**src/rtl/lab5_pkg.sv**
```systemverilog
// Shared constants, FSM state type and the accumulator-to-sample
// saturate/truncate helper for the time-shared 3-tap FIR.
package lab5_pkg;

  localparam int DW = 10;
  localparam int CW = 12;
  localparam int AW = 26;

  localparam logic signed [CW-1:0] K1 = 12'hC00;
  localparam logic signed [CW-1:0] K2 = 12'h500;
  localparam logic signed [CW-1:0] K3 = 12'hC00;

  typedef enum logic [2:0] {
    IDLE = 3'd0,
    MAC0 = 3'd1,
    MAC1 = 3'd2,
    MAC2 = 3'd3,
    OUT  = 3'd4
  } state_e;

  // 4.22 -> 1.9: keep [22:13] (floor), clamp when the integer bits disagree.
  function automatic logic [DW-1:0] sat_trunc(input logic [AW-1:0] a);
    logic [3:0] top;
    top = a[AW-1:AW-4];
    if ((&top) || !(|top)) begin
      sat_trunc = a[AW-4:AW-3-DW];
    end else if (a[AW-1]) begin
      sat_trunc = {1'b1, {(DW-1){1'b0}}};
    end else begin
      sat_trunc = {1'b0, {(DW-1){1'b1}}};
    end
  endfunction

endpackage

```
**src/rtl/lab5_mac_unit.sv**
```systemverilog
// Single signed CW x CW multiplier feeding an AW-bit accumulator register.
// clr_acc loads the product instead of adding it; flush zeroes the register.
module lab5_mac_unit
  import lab5_pkg::*;
(
  input  logic                 clk,
  input  logic                 rst_n,
  input  logic                 flush,
  input  logic                 en,
  input  logic                 clr_acc,
  input  logic signed [CW-1:0] a,
  input  logic signed [CW-1:0] b,
  output logic [AW-1:0]        acc,
  output logic [AW-1:0]        prod
);

  logic signed [2*CW-1:0] prod_s;
  logic [AW-1:0]          acc_d;
  logic [AW-1:0]          acc_q;

  // Product sign-extension and accumulator next value.
  always_comb begin
    prod_s = a * b;
    prod   = {{(AW-2*CW){prod_s[2*CW-1]}}, prod_s};
    acc_d  = acc_q;
    if (flush) begin
      acc_d = {AW{1'b0}};
    end else if (en) begin
      if (clr_acc) begin
        acc_d = prod;
      end else begin
        acc_d = acc_q + prod;
      end
    end else begin
      acc_d = acc_q;
    end
  end

  // Accumulator register.
  always_ff @(posedge clk or negedge rst_n) begin
    if (!rst_n) begin
      acc_q <= {AW{1'b0}};
    end else begin
      acc_q <= acc_d;
    end
  end

  assign acc = acc_q;

endmodule

```
**src/rtl/lab5_fir_seq.sv**
```systemverilog
// Sequenced 3-tap FIR: one shared MAC walks the delay line over three
// cycles, then holds the saturated result until the consumer takes it.
module lab5_fir_seq
  import lab5_pkg::*;
(
  input  logic          clk,
  input  logic          rst_n,
  input  logic          clear,
  input  logic          in_valid,
  output logic          in_ready,
  input  logic [DW-1:0] x_in,
  output logic          out_valid,
  input  logic          out_ready,
  output logic [DW-1:0] y,
  output logic          busy
);

  state_e               state_q, state_d;
  logic [DW-1:0]        x1_q, x1_d, x2_q, x2_d, x3_q, x3_d;
  logic [DW-1:0]        y_q, y_d;
  logic                 out_valid_q, out_valid_d;
  logic                 in_ready_s;
  logic                 mac_en_s, mac_clr_s;
  logic signed [CW-1:0] coef_s, opnd_s;
  logic [AW-1:0]        acc_s, prod_s, sum_s;

  // Coefficient and operand selection follow the state only.
  always_comb begin
    coef_s = K1;
    opnd_s = {x1_q, 2'b00};
    case (state_q)
      MAC0:    begin coef_s = K1; opnd_s = {x1_q, 2'b00}; end
      MAC1:    begin coef_s = K2; opnd_s = {x2_q, 2'b00}; end
      MAC2:    begin coef_s = K3; opnd_s = {x3_q, 2'b00}; end
      default: begin coef_s = K1; opnd_s = {x1_q, 2'b00}; end
    endcase
  end

  lab5_mac_unit u_mac (
    .clk     (clk),
    .rst_n   (rst_n),
    .flush   (clear),
    .en      (mac_en_s),
    .clr_acc (mac_clr_s),
    .a       (coef_s),
    .b       (opnd_s),
    .acc     (acc_s),
    .prod    (prod_s)
  );

  assign sum_s = acc_s + prod_s;

  // Next-state, delay-line shift and output-register control.
  always_comb begin
    state_d     = state_q;
    x1_d        = x1_q;
    x2_d        = x2_q;
    x3_d        = x3_q;
    y_d         = y_q;
    out_valid_d = out_valid_q;
    in_ready_s  = 1'b0;
    mac_en_s    = 1'b0;
    mac_clr_s   = 1'b0;
    if (clear) begin
      state_d     = IDLE;
      x1_d        = {DW{1'b0}};
      x2_d        = {DW{1'b0}};
      x3_d        = {DW{1'b0}};
      out_valid_d = 1'b0;
    end else begin
      case (state_q)
        IDLE: begin
          in_ready_s = 1'b1;
          if (in_valid) begin
            x3_d    = x2_q;
            x2_d    = x1_q;
            x1_d    = x_in;
            state_d = MAC0;
          end else begin
            state_d = IDLE;
          end
        end
        MAC0: begin
          mac_en_s  = 1'b1;
          mac_clr_s = 1'b1;
          state_d   = MAC1;
        end
        MAC1: begin
          mac_en_s = 1'b1;
          state_d  = MAC2;
        end
        MAC2: begin
          y_d         = sat_trunc(sum_s);
          out_valid_d = 1'b1;
          state_d     = OUT;
        end
        OUT: begin
          in_ready_s = out_ready;
          if (out_ready) begin
            out_valid_d = 1'b0;
            if (in_valid) begin
              x3_d    = x2_q;
              x2_d    = x1_q;
              x1_d    = x_in;
              state_d = MAC0;
            end else begin
              state_d = IDLE;
            end
          end else begin
            state_d = OUT;
          end
        end
        default: begin
          state_d     = IDLE;
          out_valid_d = 1'b0;
        end
      endcase
    end
  end

  // State, delay line and output registers.
  always_ff @(posedge clk or negedge rst_n) begin
    if (!rst_n) begin
      state_q     <= IDLE;
      x1_q        <= {DW{1'b0}};
      x2_q        <= {DW{1'b0}};
      x3_q        <= {DW{1'b0}};
      y_q         <= {DW{1'b0}};
      out_valid_q <= 1'b0;
    end else begin
      state_q     <= state_d;
      x1_q        <= x1_d;
      x2_q        <= x2_d;
      x3_q        <= x3_d;
      y_q         <= y_d;
      out_valid_q <= out_valid_d;
    end
  end

  assign in_ready  = in_ready_s & rst_n;
  assign out_valid = out_valid_q;
  assign y         = y_q;
  assign busy      = (state_q == MAC0) || (state_q == MAC1) || (state_q == MAC2);

endmodule

```
**config.mk**
```make
export PLATFORM = sky130hd
export DESIGN_NAME = lab5_fir_seq
export DESIGN_NICKNAME = d
export VERILOG_FILES = /design/src/rtl/lab5_pkg.sv /design/src/rtl/lab5_mac_unit.sv /design/src/rtl/lab5_fir_seq.sv
export SDC_FILE = /design/constraint.sdc
export NUM_CORES = 1
export LEC_CHECK = 0
export CORE_UTILIZATION = 35
export CTS_CLUSTER_DIAMETER = 100
export DETAILED_ROUTE_END_ITERATION = 12
export PLACE_DENSITY = 0.59
export SYNTH_ARGS = -nofsm -noshare
export SYNTH_HDL_FRONTEND = slang
export SYNTH_SLANG_ARGS = --single-unit
```
**constraint.sdc**
```tcl
create_clock -name clk -period 9 [get_ports clk]
set_clock_uncertainty 0.15 [all_clocks]
set_input_delay 1.8 -clock clk [delete_from_list [all_inputs] [get_ports clk]]
set_output_delay 1.8 -clock clk [all_outputs]
set_load 0.02 [all_outputs]
```
==> key figures, run 1 <==
Run status
  – Status: completed

Power and ir drop
  – Switch Pwr: 1050 µW
  – Sw Share: 48.7%
  – Cell area power density: 334 mW/mm²
  – Seq pwr share: 16.1%
  – Internal power: 1110 µW
  – Max rail drop VDD: 0.144 mV
  – Part of the power in the clock network: 16.4%
  – Pwr Total: 2160 µW
  – Combinational Power Share: 67.5%
  – Static Leak: 0.00297 µW

Synth
  – Cell with the most instances after synthesis: nand2_1
  – Compound-cell area share of the yosys netlist: 16.4%
  – Mux cell area share after synthesis: 2.85%
  – Netlist cell types: 53
  – Synth area leader: dfrtp_1
  – Syn nets: 767
  – Post-synthesis xor/xnor area fraction: 5.06%
  – #FFs+latches synth: 60
  – Commonest cells post-synth: 107 x nand2_1, 82 x inv_1, 60 x dfrtp_1, 57 x ha_1, 56 x a21oi_1
  – Async SR Flop Fraction: 100%
  – Yosys warning total: 0
  – Post-synth EDFFs: 0
  – Adder-cell share of the synthesized area: 27.4%
  – Cell Area, Synth: 0.00566 mm²
  – Mapped Avg Cell Area: 8.67 µm²
  – Ys flop type: dfrtp_1
  – Synth top area cells: dfrtp_1 27%, fa_1 15%, ha_1 13%, nand2_1 7.1%, inv_1 5.4%
  – Simple-Gate Fraction of Synth Area: 14.5%
  – Post-synth top area share: 26.5%
  – Gate Count Post-Synth: 653
  – Main combinational cell family by area after synthesis: adder cells
  – Sequential area share after synthesis: 26.5%

Clock tree
  – Clk sinks: 60
  – Clock Root Buffer: clkbuf_16
  – CTS Hold Bufs: 0
  – Num CTS Buffers: 9
  – CTS clk-pin slew, worst paths: 0.05 ns
  – CTS resizes: 0
  – Max H-tree Level: 3
  – Setup Fix Bufs, Post-CTS: 0
  – CTS tree: yes
  – Worst-skew pair later-pin latency: 0.34 ns
  – Clk buf depth: 2

Setup path
  – Critical Path Start Type: register
  – CP Data Arrival Time: 8.30 ns
  – WP data required: 9.08 ns
  – Crit path capture type: register
  – R2R Setup Slk: 0.78 ns
  – Max incr delay on CP: 0.66 ns
  – Critical Path Fanout Max: 23
  – CP startpoint: state_q[2]
  – Crit path kind: register to register
  – Slowest stage cell on the critical path: fa_1
  – R2R Path Start: state_q[2]
  – CP most frequent cell: fa_1

Floorplanning
  – Chip width: 129 µm
  – Ports: 28
  – Initial Util: 35.8%
  – Row cnt: 46
  – Core area: 0.0158 mm²
  – DIE HEIGHT: 129 µm
  – Die Footprint: 0.0167 mm²

Hold path
  – Class of the worst hold path: register to register
  – Worst Hold Launch: y[9]

Final layout
  – Fillcell total: 1550
  – Layout cell share with drive strength beyond 1: 5.33%
  – Fin nets: 785
  – Fin util: 40.8%
  – N_diodes: 0
  – Layout overhead on the synthesized area: 14.0%

Place
  – GP Congestion: 0.842
  – Port Buf Inserts: 27
  – DP HPWL: 9550 µm

Detailed routing
  – Via count: 4422
  – Wire per inst: 13.6 µm
  – Post-DRT Antenna Nets: 0
  – DRC: 0
  – DR pass1 iterations: 4
  – Total Wirelength: 12200 µm
  – Iteration-0 DRC Markers: 273
  – Vias per cell: 4.96

Global route
  – First-pass GRT wire length: 21000 µm
  – Initial antenna violation count: 0
  – Number of global-route vias before repair: 4437
  – Gr usage total: 16.1%
  – Global-route congestion overflow total: 0
  – Largest net degree at the start of global routing: 40

STA
  – RSZ-0062 raised after global routing: false
  – Setup_tns: 0 ns
  – Worst Max-Slew Pin Slew: 1.23 ns
  – Max Slew Vio Count: 0
  – Rel. slew slack: 17.5%
  – Min Hold Slack: 0.327 ns
  – Post-route minimum period: 8.22 ns
  – Final hold vios: 0
  – Final number of setup-violating endpoints: 0
  – Part of the cycle the worst path needs: 91.3%
  – Fmax: 0.122 GHz

Job
  – Max-cap violations: 0
worst max-delay path, delay by kind of cell (launching register included):
kind                     cells  cell delay [ns]
AND/OR/NAND/NOR              4             1.17
flip-flops                   1             0.50
AO/OA/AOI/OAI                7             1.60
XOR/XNOR                     3             0.90
adder cells (fa/ha/maj)      7             3.52
buffers and inverters        4             0.26
per-stage QoR:
step,worst slack [ns],instances,instance area [µm²]
finish,0.784,892,6460
global route,0.0478,892,6460
CTS,0.686,892,6460
detailed placement,0.691,876,6160
global placement,0.881,876,6160
floorplan,0.966,653,5660
sequential cells by signal, indices dropped and copies added, names as in the netlist:
name	count
u_mac.acc	16
x1_q	10
x2_q	10
x3_q	10
y	10
state_q	3
out_valid	1
cell type report:
type | count | area [µm²] | area share (%)
Tap cell | 216 | 270 | 4.18
Clock inverter | 5 | 61.3 | 0.949
Inverter | 82 | 308 | 4.76
Timing Repair Buffer | 34 | 318 | 4.92
Sequential cell | 60 | 1500 | 23.2
Clock buffer | 11 | 243 | 3.76
Multi-Input combinational cell | 484 | 3760 | 58.2
per-layer routing:
| layer | part of all wire [%] | vias up | wire, µm | global-route usage [%] |
|---|---|---|---|---|
| met5 | 0 | - | 0 | 0 |
| met4 | 2.2 | 0 | 263 | 6.85 |
| met3 | 3.4 | 20 | 412 | 3.18 |
| met1 | 47 | 2120 | 5760 | 20.7 |
| li1 | - | 2213 | - | - |
| met2 | 47 | 69 | 5720 | 26.3 |
cell usage in the layout, fill, tap and decap left out, drive strengths merged, types with 3 or more instances in the layout:
master	instances
ha	57
o211ai	4
o21ai	36
a22o	8
o32ai	4
xnor2	27
a21o	5
and2	8
mux2i	15
nand2b	5
clkinvlp	3
clkdlybuf4s50	26
a2111oi	4
o22ai	6
clkbuf	11
or3	5
a21oi	59
inv	82
o31ai	3
nor2	39
nor2b	4
xor2	4
fa	42
nand2	107
nand3	7
buf	8
dfrtp	60
nor3	7
o21a	6
kinds of logic (layout without fill, tap and decap cells):
logic type                 after synthesis  in the layout
DFF                                     60             60
buffers and inverters                  109            132
adders and majority gates               99             99
xor gates and xnor gates                31             31
muxes                                   16             16
and+or+nand+nor                        191            191
AOI/OAI and AO/OA                      147            147
path summary, 6_finish.rpt:
check,endpoint,cells after the start
max,y[6],25
max reg2reg,y[6],25
max in group asynchronous,x3_q[6],3
min,y[9],2
min in group asynchronous,y[9],2
min reg2reg,y[9],2
power groups by stage:
stage / Clock, µW / Sequential, µW / Combinational (µW)
after CTS: 363 / 349 / 1470
after floorplan: 0 / 372 / 1110
after global routing: 373 / 356 / 1650
after detailed placement: 0 / 354 / 1460
final: 354 / 349 / 1460
after global placement: 0 / 351 / 1450
Note: power is estimated with default switching activity, not from simulation.
==> run 2: changes to the inputs <==
==> constraint.sdc (replaced) <==
create_clock -name clk -period 7.7 [get_ports clk]
set_clock_uncertainty 0.15 [all_clocks]
set_input_delay 1.54 -clock clk [delete_from_list [all_inputs] [get_ports clk]]
set_output_delay 1.54 -clock clk [all_outputs]
set_load 0.02 [all_outputs]
==> run 2 against run 1 <==
  * Sequential cell count did not move
  * Utilization rose by 1.1 points
  * Cell area rose by 2.7%
  * Worst hold slack got worse by 0.0072 ns
  * Final cell count rose by 1.1%
  * Wire length rose by 1.6%
  * Sequential share of layout area fell by 0.61 points
  * Largest cell class unchanged
  * Die area did not move
  * Combinational power rose by 28%
  * Global-route usage barely moved
==> key figures, run 2 (synthesis gave the netlist of run 1 again) <==
STA
  – Part of the cycle the worst path needs: 95.4%
  – Final hold vios: 0
  – Rel. slew slack: 25.9%
  – Post-route minimum period: 7.35 ns
  – Max Slew Vio Count: 0
  – RSZ-0062 raised after global routing: false
  – Final number of setup-violating endpoints: 0
  – Fmax: 0.136 GHz
  – Setup_tns: 0 ns
  – Min Hold Slack: 0.320 ns
  – Worst Max-Slew Pin Slew: 1.11 ns

Setup path
  – WP data required: 7.78 ns
  – R2R Path Start: state_q[2]
  – Crit path capture type: register
  – CP startpoint: state_q[2]
  – R2r worst-path depth: 29
  – Critical Path Start Type: register
  – Crit path kind: register to register
  – CP Data Arrival Time: 7.43 ns
  – Critical Path Fanout Max: 30
  – Reg-to-Reg End: y[0]
  – Max incr delay on CP: 0.64 ns
  – Slowest stage cell on the critical path: fa_2
  – R2R Setup Slk: 0.35 ns
  – CP Capture Point: y[0]
  – CP most frequent cell: fa_1

Detailed routing
  – Via count: 4459
  – DRC: 0
  – WL met2: 5870 µm
  – Post-DRT Antenna Nets: 0
  – Wire per inst: 13.7 µm
  – Vias per cell: 4.94
  – WL met3: 454 µm
  – Uppermost routed layer: met4
  – Iteration-0 DRC Markers: 335
  – Total Wirelength: 12300 µm
  – DRT met1 WL: 5810 µm
  – DR pass1 iterations: 5

Clock tree
  – Clk buf depth: 2
  – Num CTS Buffers: 9
  – CTS tree: yes
  – Max H-tree Level: 3
  – Clock Root Buffer: clkbuf_16
  – CTS Hold Bufs: 0
  – Clk sinks: 60
  – Worst-skew pair later-pin latency: 0.34 ns
  – CTS clk-pin slew, worst paths: 0.05 ns

Place
  – GP Congestion: 0.881
  – Cell Area, Placed: 0.00623 mm²
  – DP HPWL: 9600 µm
  – Port Buf Inserts: 27

Power and ir drop
  – Static Leak: 0.00304 µW
  – Sw Share: 48.0%
  – Pwr Total: 2680 µW
  – Switch Pwr: 1290 µW
  – Max rail drop VDD: 0.254 mV
  – Cell area power density: 404 mW/mm²
  – Part of the power in the clock network: 15.3%
  – Seq pwr share: 15.1%
  – Combinational Power Share: 69.6%
  – Internal power: 1390 µW

Global route
  – Largest net degree at the start of global routing: 40
  – Initial antenna violation count: 0
  – First-pass GRT wire length: 21000 µm
  – Global-route congestion overflow total: 0
  – Number of global-route vias before repair: 4427
  – Gr usage total: 16.1%

Final layout
  – N_diodes: 0
  – Commonest cells after routing, fill and taps aside: 107 x nand2_1, 81 x inv_1, 60 x dfrtp_1
  – Commonest non-fill, non-tap cell in the layout: nand2_1
  – Fin nets: 795
  – Layout cell share with drive strength beyond 1: 8.60%
  – Design Area, Final: 0.00663 mm²
  – Layout overhead on the synthesized area: 17.1%
  – Max reg flops: 16

Floorplanning
  – Die Footprint: 0.0167 mm²
  – Chip width: 129 µm
  – Initial Util: 35.8%
  – Ports: 28
  – DIE HEIGHT: 129 µm
  – Row cnt: 46
  – Core area: 0.0158 mm²

Job
  – Max-cap violations: 0

Run status
  – Status: completed

Hold path
  – Class of the worst hold path: register to register
## run 2: cell count changes in the layout (fill, tap and decap cells not counted), sizes merged
cell | before | now
buf | 8 | 18
clkbuf | 11 | 12
clkinv | 1 | 2
clkinvlp | 3 | 1
## run 2: repair_timing
action,in CTS,in global routing
hold endpoints to repair,0,0
buffers inserted,1,1
cloned,0,0
gates resized for setup,3,17
setup endpoints to repair,9,12
pin swaps,1,4
## run 2: power groups by stage
stage	Clock, µW	Combinational [µW]	Sequential [µW]
final	411	1870	405
after global placement	0	1690	407
after floorplan	0	1300	435
after detailed placement	0	1710	409
after global routing	436	2080	413
after CTS	422	1770	404
## run 2: layout make-up
type,instances,area [µm²]
Inverter,82,308
Tap cell,216,270
Clock buffer,12,256
Sequential cell,60,1500
Clock inverter,4,47.5
Multi-Input combinational cell,484,3840
Timing Repair Buffer,44,405
Fill cell,1580,9190
## run 2: through the flow
| stage | util, % | setup slack [ns] | cells |
|---|---|---|---|
| after detailed placement | 39.4 | -0.0695 | 884 |
| after floorplan | - | 0.00632 | 653 |
| after CTS | 41.4 | 0.0124 | 901 |
| final | 41.9 | 0.351 | 902 |
| after global routing | 41.9 | 0.0142 | 902 |
| after global placement | 39.4 | 0.140 | 884 |
## run 2: worst min-delay path by stage
stage,start,to,slack [ns],cells after the start
2_1_floorplan,u_mac.acc[12],u_mac.acc[12],0.31,2
3_3_place_gp,y[9],y[9],0.32,2
3_5_place_dp,y[9],y[9],0.32,2
4_1_cts,y[9],y[9],0.33,2
5_1_grt,u_mac.acc[12],u_mac.acc[12],0.37,2
6_report,y[9],y[9],0.32,2
## run 2: routing by layer
| layer | track usage, % | up-vias |
|---|---|---|
| met2 | 26.8 | 93 |
| met1 | 20.4 | 2118 |
| met5 | 0 | - |
| met3 | 3.63 | 15 |
| li1 | - | 2233 |
| met4 | 6.09 | 0 |
## run 2: worst max-delay path, delay by kind of cell, from the launching register on
kind	cells	cell delay [ns]
AO/OA/AOI/OAI	8	1.31
XOR/XNOR	3	0.63
AND/OR/NAND/NOR	5	0.88
buffers and inverters	6	0.58
flip-flops	1	0.37
adder cells (fa/ha/maj)	7	3.30
